## config.mk

```make
export PLATFORM = sky130hd
export DESIGN_NAME = alu4_arbiter
export DESIGN_NICKNAME = d
export VERILOG_FILES = /design/src/rtl/alu4_arb_pkg.sv /design/src/rtl/alu4_core.sv /design/src/rtl/alu4_arbiter.sv
export SDC_FILE = /design/constraint.sdc
export NUM_CORES = 1
export LEC_CHECK = 0
export BUFFER_PORTS_ARGS = -buffer_cell sky130_fd_sc_hd__buf_2
export CORE_MARGIN = 2
export CORE_UTILIZATION = 35
export CTS_CLUSTER_SIZE = 24
export DETAILED_ROUTE_END_ITERATION = 6
export PLACE_DENSITY = 0.63
export SKIP_LAST_GASP = 1
export SLEW_MARGIN = 20
export SYNTH_ARGS = -nofsm -noshare
export SYNTH_HDL_FRONTEND = slang
export SYNTH_HIERARCHICAL = 1
export SYNTH_SLANG_ARGS = --single-unit
```

## constraint.sdc

```tcl
create_clock -name clk -period 3.3 [get_ports clk]
set_input_delay 0.66 -clock clk [delete_from_list [all_inputs] [get_ports clk]]
set_output_delay 0.66 -clock clk [all_outputs]
set_load 0.05 [all_outputs]
```

## src/rtl/alu4_arb_pkg.sv

```systemverilog
// Shared constants and types for the two-requester 4-bit ALU arbiter.
// Optional feature macro: ALU4_ARB_ZERO_FLAG_EN (adds a registered zero flag).
package alu4_arb_pkg;

    // Operand / result width; the datapath is built for exactly 4 bits.
    localparam int W = 4;

    // ALU opcodes as presented on reqN_op.
    localparam logic [1:0] OP_AND = 2'b00;
    localparam logic [1:0] OP_OR  = 2'b01;
    localparam logic [1:0] OP_XOR = 2'b10;
    localparam logic [1:0] OP_ADD = 2'b11;

    // Arbiter/sequencer states.
    typedef enum logic [1:0] {
        IDLE = 2'b00,
        EXEC = 2'b01,
        RESP = 2'b10
    } state_t;

endpackage

```

## src/rtl/alu4_core.sv

```systemverilog
// Combinational 4-bit ALU: per-bit AND/OR/XOR gate banks plus a ripple-carry
// adder sharing the XOR/AND banks as propagate/generate terms.
module alu4_core
    import alu4_arb_pkg::*;
(
    input  logic [1:0]   op,
    input  logic [W-1:0] a,
    input  logic [W-1:0] b,
    output logic [W-1:0] data,
    output logic         cout
);

    logic [W-1:0] and_bits;
    logic [W-1:0] or_bits;
    logic [W-1:0] xor_bits;
    logic [W-1:0] sum_bits;
    logic [W:0]   carry;

    assign carry[0] = 1'b0;

    genvar i;
    generate
        for (i = 0; i < W; i++) begin : g_bit
            assign and_bits[i] = a[i] & b[i];
            assign or_bits[i]  = a[i] | b[i];
            assign xor_bits[i] = a[i] ^ b[i];
            assign sum_bits[i] = xor_bits[i] ^ carry[i];
            assign carry[i+1]  = and_bits[i] | (xor_bits[i] & carry[i]);
        end
    endgenerate

    // Select the bank for the opcode; carry-out only has meaning for ADD.
    always_comb begin
        data = '0;
        cout = 1'b0;
        case (op)
            OP_AND: data = and_bits;
            OP_OR:  data = or_bits;
            OP_XOR: data = xor_bits;
            OP_ADD: begin
                data = sum_bits;
                cout = carry[W];
            end
            default: begin
                data = '0;
                cout = 1'b0;
            end
        endcase
    end

endmodule

```

## src/rtl/alu4_arbiter.sv

```systemverilog
// Round-robin arbiter sharing one 4-bit ALU between two requesters.
// Handshakes: a transfer happens on a rising edge where valid and ready are
// both 1; reqN_ready is combinational and only high in IDLE for the granted
// requester, rsp_valid is registered and the response is held until rsp_ready.
// Optional feature macro: ALU4_ARB_ZERO_FLAG_EN adds rsp_zero (result == 0).
module alu4_arbiter
    import alu4_arb_pkg::*;
#(
    parameter logic RST_GRANT = 1'b1
) (
    input  logic         clk,
    input  logic         rst_n,
    input  logic         req0_valid,
    output logic         req0_ready,
    input  logic [1:0]   req0_op,
    input  logic [W-1:0] req0_a,
    input  logic [W-1:0] req0_b,
    input  logic         req1_valid,
    output logic         req1_ready,
    input  logic [1:0]   req1_op,
    input  logic [W-1:0] req1_a,
    input  logic [W-1:0] req1_b,
    output logic         rsp_valid,
    input  logic         rsp_ready,
    output logic         rsp_id,
    output logic [W-1:0] rsp_data,
    output logic         rsp_cout,
`ifdef ALU4_ARB_ZERO_FLAG_EN
    output logic         rsp_zero,
`endif
    output logic [1:0]   dbg_state
);

    state_t       state;
    logic         last_grant;
    logic         grant;
    logic         accept;
    logic [1:0]   lat_op;
    logic [W-1:0] lat_a;
    logic [W-1:0] lat_b;
    logic         lat_id;
    logic [W-1:0] alu_data;
    logic         alu_cout;

    assign dbg_state = state;

    // Pick the requester: a lone valid wins, a tie goes to the one not served last.
    always_comb begin
        grant = 1'b0;
        if (req0_valid && req1_valid) begin
            grant = ~last_grant;
        end else if (req1_valid) begin
            grant = 1'b1;
        end
    end

    // Readies are gated by reset so every output reads 0 while rst_n is low.
    assign req0_ready = rst_n && (state == IDLE) && req0_valid && !grant;
    assign req1_ready = rst_n && (state == IDLE) && req1_valid &&  grant;
    assign accept     = req0_ready || req1_ready;

    alu4_core u_core (
        .op   (lat_op),
        .a    (lat_a),
        .b    (lat_b),
        .data (alu_data),
        .cout (alu_cout)
    );

    // Sequencer: latch the granted operation, evaluate for one cycle, then hold
    // the tagged result until the consumer takes it.
    always_ff @(posedge clk or negedge rst_n) begin
        if (!rst_n) begin
            state      <= IDLE;
            last_grant <= RST_GRANT;
            lat_op     <= OP_AND;
            lat_a      <= '0;
            lat_b      <= '0;
            lat_id     <= 1'b0;
            rsp_valid  <= 1'b0;
            rsp_id     <= 1'b0;
            rsp_data   <= '0;
            rsp_cout   <= 1'b0;
`ifdef ALU4_ARB_ZERO_FLAG_EN
            rsp_zero   <= 1'b0;
`endif
        end else begin
            case (state)
                IDLE: begin
                    if (accept) begin
                        lat_op <= grant ? req1_op : req0_op;
                        lat_a  <= grant ? req1_a  : req0_a;
                        lat_b  <= grant ? req1_b  : req0_b;
                        lat_id <= grant;
                        state  <= EXEC;
                    end
                end
                EXEC: begin
                    rsp_data  <= alu_data;
                    rsp_cout  <= alu_cout;
                    rsp_id    <= lat_id;
`ifdef ALU4_ARB_ZERO_FLAG_EN
                    rsp_zero  <= (alu_data == '0);
`endif
                    rsp_valid <= 1'b1;
                    state     <= RESP;
                end
                RESP: begin
                    if (rsp_ready) begin
                        rsp_valid  <= 1'b0;
                        last_grant <= rsp_id;
                        state      <= IDLE;
                    end
                end
                default: begin
                    state     <= IDLE;
                    rsp_valid <= 1'b0;
                end
            endcase
        end
    end

endmodule

```

# == Yosys cells after proc, flatten, opt, wreduce, memory -nomap -nowiden ==
# Cells that the tools add are included.
# totals
input_bits,25
output_inout_bits,11
reg_bits,21
word_cells,66
# op_classes
bitwise,23
muxes,12
eq_ne,7
n_reduce_logical,14
# op_table
op,count
$pmux W4 S4,1
$mux W4,2
$reduce_and A2 Y1,4
$and A1 B1 Y1,7
$or A1 B1 Y1,7
$xor A1 B1 Y1,7
$eq A2 B2 Y1 const B,3
$logic_and A1 B1 Y1,6
$mux W2,3
$pmux W2 S3,1
$eq A2 B1 Y1 const B,2
$logic_not A2 Y1,2
$mux W1,4
$ne A2 B2 Y1 const B,2
$pmux W1 S3,1
$not A1 Y1,2
$logic_not A1 Y1,1
$logic_or A1 B1 Y1,1

# == Depth between registers and ports, before layout ==
# Gate-level depths: netlist of the first run.
# logic_depth
word_depth,8
depth_mapped,8
depth_no_buf,8

# == Modules after synthesis ==
# Netlist of the first run, hierarchy kept.
# by_module_without_submodules
mod,area_each_um2,n_inst,seq_area_each_um2,cells_each
alu4_arbiter,928.4,1,526.8,71
alu4_core,326.6,1,0.0,34

# == Worst setup path before layout of the first run ==
# Ideal clock, no wire load.
# synth_timing
kind,register to output
startpoint,"register state[0], in the netlist dbg_state[0]"
endpoint,output port req0_ready
path_buffers,0
stages_incl_launch_ff,3
required_ps,2640
path_slack_ps,430
arrival_ps,2210
path_cell_list,dfrtp_1 or3b_4 nor3_1
# synth_via
elab_chain_len,4
# synth_rtl
item,line,rtl
"start, declared",alu4_arbiter.sv:34,state_t state;
"start signal, assigned",alu4_arbiter.sv:74,state <= IDLE;
"start signal, assigned",alu4_arbiter.sv:95,state <= EXEC;
"start signal, assigned",alu4_arbiter.sv:106,state <= RESP;
$logic_not A2 Y1,alu4_arbiter.sv:58,assign req0_ready = rst_n && (state == IDLE) && req0_valid && !grant;
$logic_and A1 B1 Y1 (3 in a row),alu4_arbiter.sv:58,
"end, declared",alu4_arbiter.sv:14,"output logic req0_ready,"
# No other way between the ends.

# == Final worst setup path of the first run ==
# layout_timing
startpoint,register lat_a[0]
endpoint,register rsp_data[3]
# layout_via
elab_chain_len,7
# layout_rtl
item,line,rtl
"start, declared",alu4_arbiter.sv:39,logic [W-1:0] lat_a;
"start signal, assigned",alu4_arbiter.sv:92,lat_a <= grant ? req1_a : req0_a;
$and A1 B1 Y1,alu4_core.sv:24,assign and_bits[i] = a[i] & b[i];
$and A1 B1 Y1,alu4_core.sv:28,assign carry[i+1] = and_bits[i] | (xor_bits[i] & carry[i]);
$or A1 B1 Y1,alu4_core.sv:28,
$and A1 B1 Y1,alu4_core.sv:28,
$or A1 B1 Y1,alu4_core.sv:28,
$xor A1 B1 Y1,alu4_core.sv:27,assign sum_bits[i] = xor_bits[i] ^ carry[i];
$pmux W4 S4,alu4_core.sv:36,case (op)
via alu_data[3],alu4_arbiter.sv:42,logic [W-1:0] alu_data;
"end signal, assigned",alu4_arbiter.sv:99,rsp_data <= alu_data;
"end, declared",alu4_arbiter.sv:26,"output logic [W-1:0] rsp_data,"
# The timed path passes the listed nets, and every way through them passes these cells.
# A chain may end at the register's enable or synchronous reset.

==> results.toml, run 1 <==
[run_status]
outcome = "completed"

[floorplanning]
die_h_um = 63.9
ios = 36
coreArea_um2 = 3390
design.die.area_um2 = 4080
dieWidth_um = 63.9
floorplan.initialDensity_pct = 37.0
num_rows = 21

[worst_setup_path]
path_max_fanout = 3
endpoint_kind = "flip-flop"
critPathLaunchType = "flip-flop"
rrSetupSlack_ns = 0.73
rr_startpoint = "lat_a[0]"
worstPathRequired_ns = 3.51
r2r_cells = 8
r2r-end = "rsp_data[3]"
worstPathArrival_ns = 2.78
crit_type = "reg -> reg"

[sta]
relSlewSlack_pct = 44.7
hold_viol_final = 0
worst-slew-pin-transition_ns = 0.828
fin_tns_setup_ns = 0
skew_ns = 0.00282
slew_violations = 0
min_period_over_period_pct = 77.7
hold_slack_ns = 0.314
setup_violations = 0
setup_ws_ns = 0.735
finalCriticalPeriod_ns = 2.57
rsz0062_at_grt = "false"
fmax_ghz = 0.390

[synth]
muxShareOfSynthArea_pct = 12.6
async_reset_ff_share_pct = 100
netlist_area_um2 = 1250
synth-edff-count = 0
synth-simple-area-share_pct = 8.28
synth_area_leaders = "dfrtp_1, ha_1, a2bb2oi_1"
synth_compound_area_share_pct = 17.7
yosysWarnings = 6
ys_ff_latch = 21
synth_cell_types = 27
syn_area_per_cell_um2 = 12.0
yosys.area_share.xor_xnor_pct = 0
yosysSeqAreaShare_pct = 42.0
synth_top_cell_by_area = "dfrtp_1"
synth_top_area_share_pct = 39.9
synthCells = 105
synth_fp_nets = 141
synth_top_family_by_area = "compound AO/OA/AOI/OAI gates"
synth_adder_area_share_pct = 12.8
ys_dominant_reg_cell = "dfrtp_1"

[power]
leakagePower_nw = 0.731
p_per_area_nw_per_um2 = 905
ir_worst_vdd_mv = 0.237
clockPowerShare_pct = 9.6
power.share.sequential_pct = 35.5
intPower_mw = 0.750
netSwitchingFraction_pct = 44.5
combPwrFrac_pct = 54.9
switchingPower_mw = 0.602
total_power_mw = 1.35

[cts]
cts_resized = 0
cts_buffers = 3
holdBufCountCts = 0
cts_setup_buffers = 0
path_clk_slew_ns = 0.12
cts.htree.levels = 1
cts_root_buffer = "clkbuf_4"
clk-insertion-delay-late_ns = 0.31
clockBufferDepth = 2
clock-sinks = 21
cts_tree = "done"

[cells_and_area]
layout_commonest_cell = "buf_2"
diodes = 0
mostFrequentLayoutCells = "buf_2, dfrtp_1, inv_1"
stdcell_count = 186
synthToLayoutAreaGrowth_pct = 19.0
layout.nets = 177
drive_gt1_share_pct = 36.4

[global_route]
grt_pass1_wl_um = 4320
overflow = 0
grt_pass1_vias = 921
antenna_found_initial = 0
gr-usage-all-layers_pct = 13.9
grt_max_degree = 23

[routing]
vias_per_cell = 4.99
drt_iter0_markers = 44
wl_per_cell_um = 14.4
wl_um = 2680
dr.pass1.iters = 4
ant_nets = 0
drc = 0
dr_total_vias = 928

[place]
place_inst = 182
hpwl_um = 2030
place_ws_ns = 0.771
place_congestion = 0.793
io_buffers = 35

[run]
cap_violations = 0

[hold_path]
holdCritPathClass = "in -> async"
## power by group through the flow
stage / registers, mW / clock network, mW / logic, mW
2_1_floorplan: 0.632 / 0 / 0.423
3_3_place_gp: 0.483 / 0 / 0.725
3_5_place_dp: 0.489 / 0 / 0.747
6_report: 0.480 / 0.130 / 0.742
4_1_cts: 0.483 / 0.134 / 0.750
5_1_grt: 0.499 / 0.145 / 0.812
## sequential cells by signal, indices dropped and copies added (netlist names)
signal and count:
lat_a 4, last_grant 1, dbg_state 2, lat_id 1, lat_b 4, rsp_valid 1, rsp_id 1, rsp_data 4
lat_op 2, rsp_cout 1
## worst max path at each step
stage,startpoint,endpoint,cells past startpoint
floorplan,dbg_state[0],req0_ready,2
global route,lat_a[0],rsp_data[3],8
global placement,lat_a[0],rsp_data[3],8
finish,lat_a[0],rsp_data[3],8
CTS,lat_a[0],rsp_data[3],8
detailed placement,lat_a[0],rsp_data[3],8
## metal layers
metal | part of all wire, % | up-vias | routed length, µm | track usage, %
li1 | - | 450 | - | -
met4 | 1.0 | 0 | 27 | 6.52
met3 | 4.1 | 2 | 109 | 1.06
met5 | 0 | - | 0 | 0
met2 | 46 | 24 | 1220 | 20.6
met1 | 49 | 452 | 1310 | 20.6
## cells in the mapped netlist (2+ instances only)
master and instances:
fa_1 3, nor2_1 5, mux4_1 3, nand2_1 2, ha_1 8, dfrtp_1 20
a2bb2oi_1 10, o32ai_1 10, mux2_2 7, clkbuf_1 3, inv_1 15, nor2b_1 4
## cell families after synthesis
| family | after synthesis |
|---|---|
| AOI/OAI and AO/OA | 26 |
| DFF | 21 |
| buffers and inverters | 20 |
| and+or+nand+nor | 17 |
| adders and majority gates | 11 |
| muxes | 10 |
## worst max-delay path: stages, from the launching register on
cell	delay (ns)
dfrtp_1	0.40
ha_1	0.21
fa_1	0.18
inv_1	0.06
fa_1	0.37
fa_1	0.49
inv_1	0.04
mux4_1	0.45
mux2_2	0.27
## through the flow
stage	instance area, µm²	util, %
finish	1490	44.1
global route	1490	44.1
CTS	1490	44.1
detailed placement	1470	43.3
global placement	1470	43.3
floorplan	1250	-
## area by class of cell
class                   instances  area [µm²]
clock buffers                   4        26.3
fillers                       326        1900
inverters                      15        56.3
multi-input cells              64         644
flip-flops and latches         21         527
well taps                      46        57.6
repair buffers                 36         183
Power figures use the tool's default switching activity.
==> run 2, diff against run 1 <==
Clock period 3.3 ns to 2.5 ns, I/O delays scaled along.
==> run 2 against run 1 <==
  * Critical endpoint unchanged
  * Clock power is 30% higher
  * Non-clock buffer count is 3 higher
  * Critical path depth did not move
  * First-iteration DRC count is 39% lower
  * Combinational power grew 39%
==> results.toml, run 2 (synthesis results as in run 1) <==
[run_status]
outcome = "completed"

[sta]
slew_violations = 0
fmax_ghz = 0.408
hold_slack_ns = 0.146
skew_ns = 0.0113
fin_tns_setup_ns = 0
finalCriticalPeriod_ns = 2.45
relSlewSlack_pct = 43.5
worst-slew-pin-transition_ns = 0.846
setup_ws_ns = 0.0484
min_period_over_period_pct = 98.1
hold_viol_final = 0
setup_violations = 0
rsz0062_at_grt = "true"

[floorplanning]
floorplan.initialDensity_pct = 37.0
dieWidth_um = 63.9
num_rows = 21
design.die.area_um2 = 4080
die_h_um = 63.9
ios = 36
coreArea_um2 = 3390

[routing]
drc = 0
wl_met3_um = 93
ant_nets = 0
dr_total_vias = 961
dr.pass1.iters = 4
drt_iter0_markers = 27
wl_per_cell_um = 14.5
wl_um = 2750
vias_per_cell = 5.08
met1Wirelength_um = 1180
top_layer = "met4"
wl_met2_um = 1420

[global_route]
grt_pass1_vias = 1059
grt_pass1_wl_um = 4860
overflow = 0
gr-usage-all-layers_pct = 15.4
grt_max_degree = 23
antenna_found_initial = 0

[cts]
clockBufferDepth = 2
clk-insertion-delay-late_ns = 0.31
cts_tree = "done"
clock-sinks = 21
cts_root_buffer = "clkbuf_4"
holdBufCountCts = 0
cts_buffers = 3
cts.htree.levels = 1
path_clk_slew_ns = 0.12

[worst_setup_path]
critPathLaunchType = "flip-flop"
rr_startpoint = "lat_a[0]"
crit_start = "lat_a[0]"
endpoint_kind = "flip-flop"
critPathSlowestCell = "fa_1"
r2r_cells = 8
crit_chain = "ha_2 > fa_1 > inv_1 > fa_2 > fa_1 > inv_1 > mux4_1 > mux2_2"
crit_type = "reg -> reg"
worstPathRequired_ns = 2.71
path_max_fanout = 2
worstPathArrival_ns = 2.66
max_stage_delay_ns = 0.49

[power]
power.share.sequential_pct = 34.4
p_per_area_nw_per_um2 = 1200
ir_worst_vdd_mv = 0.353
clockPowerShare_pct = 9.2
switchingPower_mw = 0.810
leakagePower_nw = 0.743
intPower_mw = 1.02
combPwrFrac_pct = 56.3
netSwitchingFraction_pct = 44.2

[cells_and_area]
mostFrequentLayoutCells = "buf_2, dfrtp_1, inv_1"
reg.largest.list = "lat_a: 4 flops, lat_b: 4 flops, rsp_data: 4 flops"
synthToLayoutAreaGrowth_pct = 21.6
layout.nets = 180
utilization_pct = 45.0
nFillCells = 338
drive_gt1_share_pct = 39.9
diodes = 0
layout_commonest_cell = "buf_2"

[place]
place_ws_ns = 0.00103
io_buffers = 35
hpwl_um = 2040
place_congestion = 0.778

[run]
cap_violations = 0

[hold_path]
holdCritPathClass = "in -> async"
## run 2: cell count changes in the layout (fill, tap and decap cells not counted)
cell,before,now
fa_2,0,1
nor3_1,1,0
fa_1,3,2
buf_4,1,4
nor3_2,0,1
ha_2,0,1
ha_1,8,7
## run 2: through the flow
| step | instance area (µm²) | power, mW | std cells |
|---|---|---|---|
| floorplan | 1260 | 1.39 | 105 |
| global placement | 1490 | 1.62 | 184 |
| detailed placement | 1490 | 1.66 | 184 |
| CTS | 1520 | 1.85 | 188 |
| global route | 1530 | 2.01 | 189 |
| finish | 1530 | 1.83 | 189 |
## run 2: timing repair
action	4_1_cts	5_1_grt
setup buffers	0	1
cloned	0	0
gates resized for setup	2	0
setup endpoints to repair	1	1
pin swaps	0	0
## run 2: layout make-up
class | count | area [µm²] | share of cell area [%]
timing repair buffer | 39 | 205 | 13.4
sequential | 21 | 527 | 34.5
multi-input combinational | 64 | 654 | 42.9
inverter | 15 | 56.3 | 3.69
tap | 46 | 57.6 | 3.77
clock buffer | 4 | 26.3 | 1.72
## run 2: worst paths after layout
| check | slack, ns | to |
|---|---|---|
| setup / recovery | 0.05 | rsp_data[3] |
| min in group clk | 0.49 | lat_b[2] |
| setup reg to reg | 0.05 | rsp_data[3] |
| hold reg to reg | 0.51 | rsp_data[1] |
| max in group asynchronous | 2.07 | last_grant |
| hold / removal | 0.15 | lat_b[2] |
## run 2: critical path, delay by kind of cell, from the launching register on
| family | cells | cell delay [ns] |
|---|---|---|
| DFF | 1 | 0.37 |
| adders and majority gates | 4 | 1.18 |
| muxes | 2 | 0.73 |
| buffers and inverters | 2 | 0.10 |
## run 2: routing by layer
layer  GRT usage [%]  vias to the layer above
met5               0                        -
met4            6.52                        0
met3            1.76                        4
met2            28.0                       21
met1            18.3                      478
li1                -                      458
## run 2: power groups by stage
stage	clock network, mW	registers (mW)	logic, mW
5_1_grt	0.195	0.662	1.16
4_1_cts	0.178	0.636	1.04
6_report	0.169	0.631	1.03
2_1_floorplan	0	0.834	0.561
3_3_place_gp	0	0.629	0.991
3_5_place_dp	0	0.642	1.02
==> run 3, diff against run 2 <==
Settings changed: GPL_TIMING_DRIVEN from default to 0.
==> run 3 against run 2 <==
  * Critical path depth unchanged
  * Largest power group unchanged
  * Worst setup slack got worse by 0.041 ns
  * Non-clock buffer count increased by 3
  * Clock-buffer cell count unchanged
==> results.toml, run 3 (synthesis results as in run 1) <==
[run_status]
outcome = "completed"

[cells_and_area]
drive_gt1_share_pct = 39.7
synthToLayoutAreaGrowth_pct = 22.3
diodes = 0
layout.nets = 183
mostFrequentLayoutCells = "buf_2, dfrtp_1, inv_1"
reg.largest.list = "lat_a: 4 flops, lat_b: 4 flops, rsp_data: 4 flops"
utilization_pct = 45.3
layout_commonest_cell = "buf_2"

[hold_path]
holdCritPathClass = "in -> async"

[global_route]
grt_pass1_wl_um = 4730
gr-usage-all-layers_pct = 15.2
antenna_found_initial = 0
grt_pass1_vias = 1015
overflow = 0
grt_max_degree = 24

[cts]
cts_buffers = 3
clock-sinks = 21
path_clk_slew_ns = 0.12
cts_root_buffer = "clkbuf_4"
cts_tree = "done"
clockBufferDepth = 2
cts.htree.levels = 1
clk-insertion-delay-late_ns = 0.31

[floorplanning]
ios = 36
num_rows = 21
dieWidth_um = 63.9
coreArea_um2 = 3390
design.die.area_um2 = 4080
die_h_um = 63.9
floorplan.initialDensity_pct = 37.0

[sta]
min_period_over_period_pct = 99.7
worst-slew-pin-transition_ns = 0.662
hold_viol_final = 0
fmax_ghz = 0.401
rsz0062_at_grt = "true"
setup_violations = 0
fin_tns_setup_ns = 0
slew_violations = 0
relSlewSlack_pct = 55.7
finalCriticalPeriod_ns = 2.49
skew_ns = 0.00370
hold_slack_ns = 0.138

[power]
leakagePower_nw = 0.744
p_per_area_nw_per_um2 = 1200
ir_worst_vdd_mv = 0.328

[run]
cap_violations = 0

[worst_setup_path]
crit_type = "reg -> reg"
worstPathRequired_ns = 2.71
endpoint_kind = "flip-flop"
path_max_fanout = 2
critPathLaunchType = "flip-flop"
worstPathArrival_ns = 2.70
crit_start = "lat_a[0]"
rr_startpoint = "lat_a[0]"

[routing]
vias_per_cell = 5.06
drt_iter0_markers = 16
wl_per_cell_um = 14.6
wl_um = 2800
dr_total_vias = 971
ant_nets = 0
drc = 0
dr.pass1.iters = 4

[place]
hpwl_um = 2110
place_congestion = 0.727
io_buffers = 35
==> run 3: cell types whose count changed in the layout (fill, tap and decap cells not counted) <==
cell,delta
mux4_1,-1
buf_4,-2
mux4_2,+1
clkbuf_1,+3
buf_2,+1
buf_6,+1
==> run 3: worst paths after layout <==
| check | end | slack [ns] | cells past startpoint |
|---|---|---|---|
| max in group asynchronous | last_grant | 2.01 | 1 |
| min in group clk | lat_a[1] | 0.50 | 3 |
| worst max-delay path | rsp_data[3] | 0.007 | 8 |
| worst min register to register | rsp_data[1] | 0.51 | 1 |
| worst max register to register | rsp_data[3] | 0.007 | 8 |
| worst min-delay path | dbg_state[1] | 0.14 | 1 |
==> run 3: routing by layer <==
metal / track usage, % / wire (µm) / vias up
li1: - / - / 464
met1: 18.4 / 1200 / 484
met2: 27.6 / 1460 / 19
met3: 1.76 / 89 / 4
met4: 5.71 / 46 / 0
met5: 0 / 0 / -
==> run 3: repair_timing <==
action                     in CTS  in global routing
buffers inserted                2                  0
resized for setup               2                  1
setup endpoints to repair       1                  1
hold buffers                    0                  0
pin swaps                       0                  0
==> run 3: where the power goes <==
group / total, mW / internal, mW / switching, mW
Clock: 0.166 / 0.0623 / 0.104
Combinational: 1.03 / 0.470 / 0.563
Sequential: 0.638 / 0.493 / 0.145
==> run 3: worst max-delay path: stages (launching register included) <==
cell and delay, ns:
dfrtp_1 0.38, ha_2 0.20, fa_1 0.17, inv_1 0.05, fa_2 0.33, fa_1 0.48
inv_1 0.04, mux4_2 0.46, mux2_2 0.27
==> run 3: through the flow <==
| stage | area (µm²) | std cells | total power [mW] | setup slack [ns] |
|---|---|---|---|---|
| floorplan | 1260 | 105 | 1.39 | 0.0915 |
| global placement | 1490 | 186 | 1.60 | -0.0308 |
| detailed placement | 1490 | 186 | 1.65 | -0.0642 |
| CTS | 1540 | 192 | 1.85 | 0.0105 |
| global route | 1540 | 192 | 2.01 | -0.0891 |
| finish | 1540 | 192 | 1.84 | 0.00712 |
==> run 3: area by class of cell <==
cell class / count / area, µm²
multi-input cells: 64 / 651
plain buffers: 5 / 27.5
clock buffers: 4 / 26.3
well taps: 46 / 57.6
inverters: 15 / 56.3
flip-flops and latches: 21 / 527
repair buffers: 37 / 190
fillers: 333 / 1850
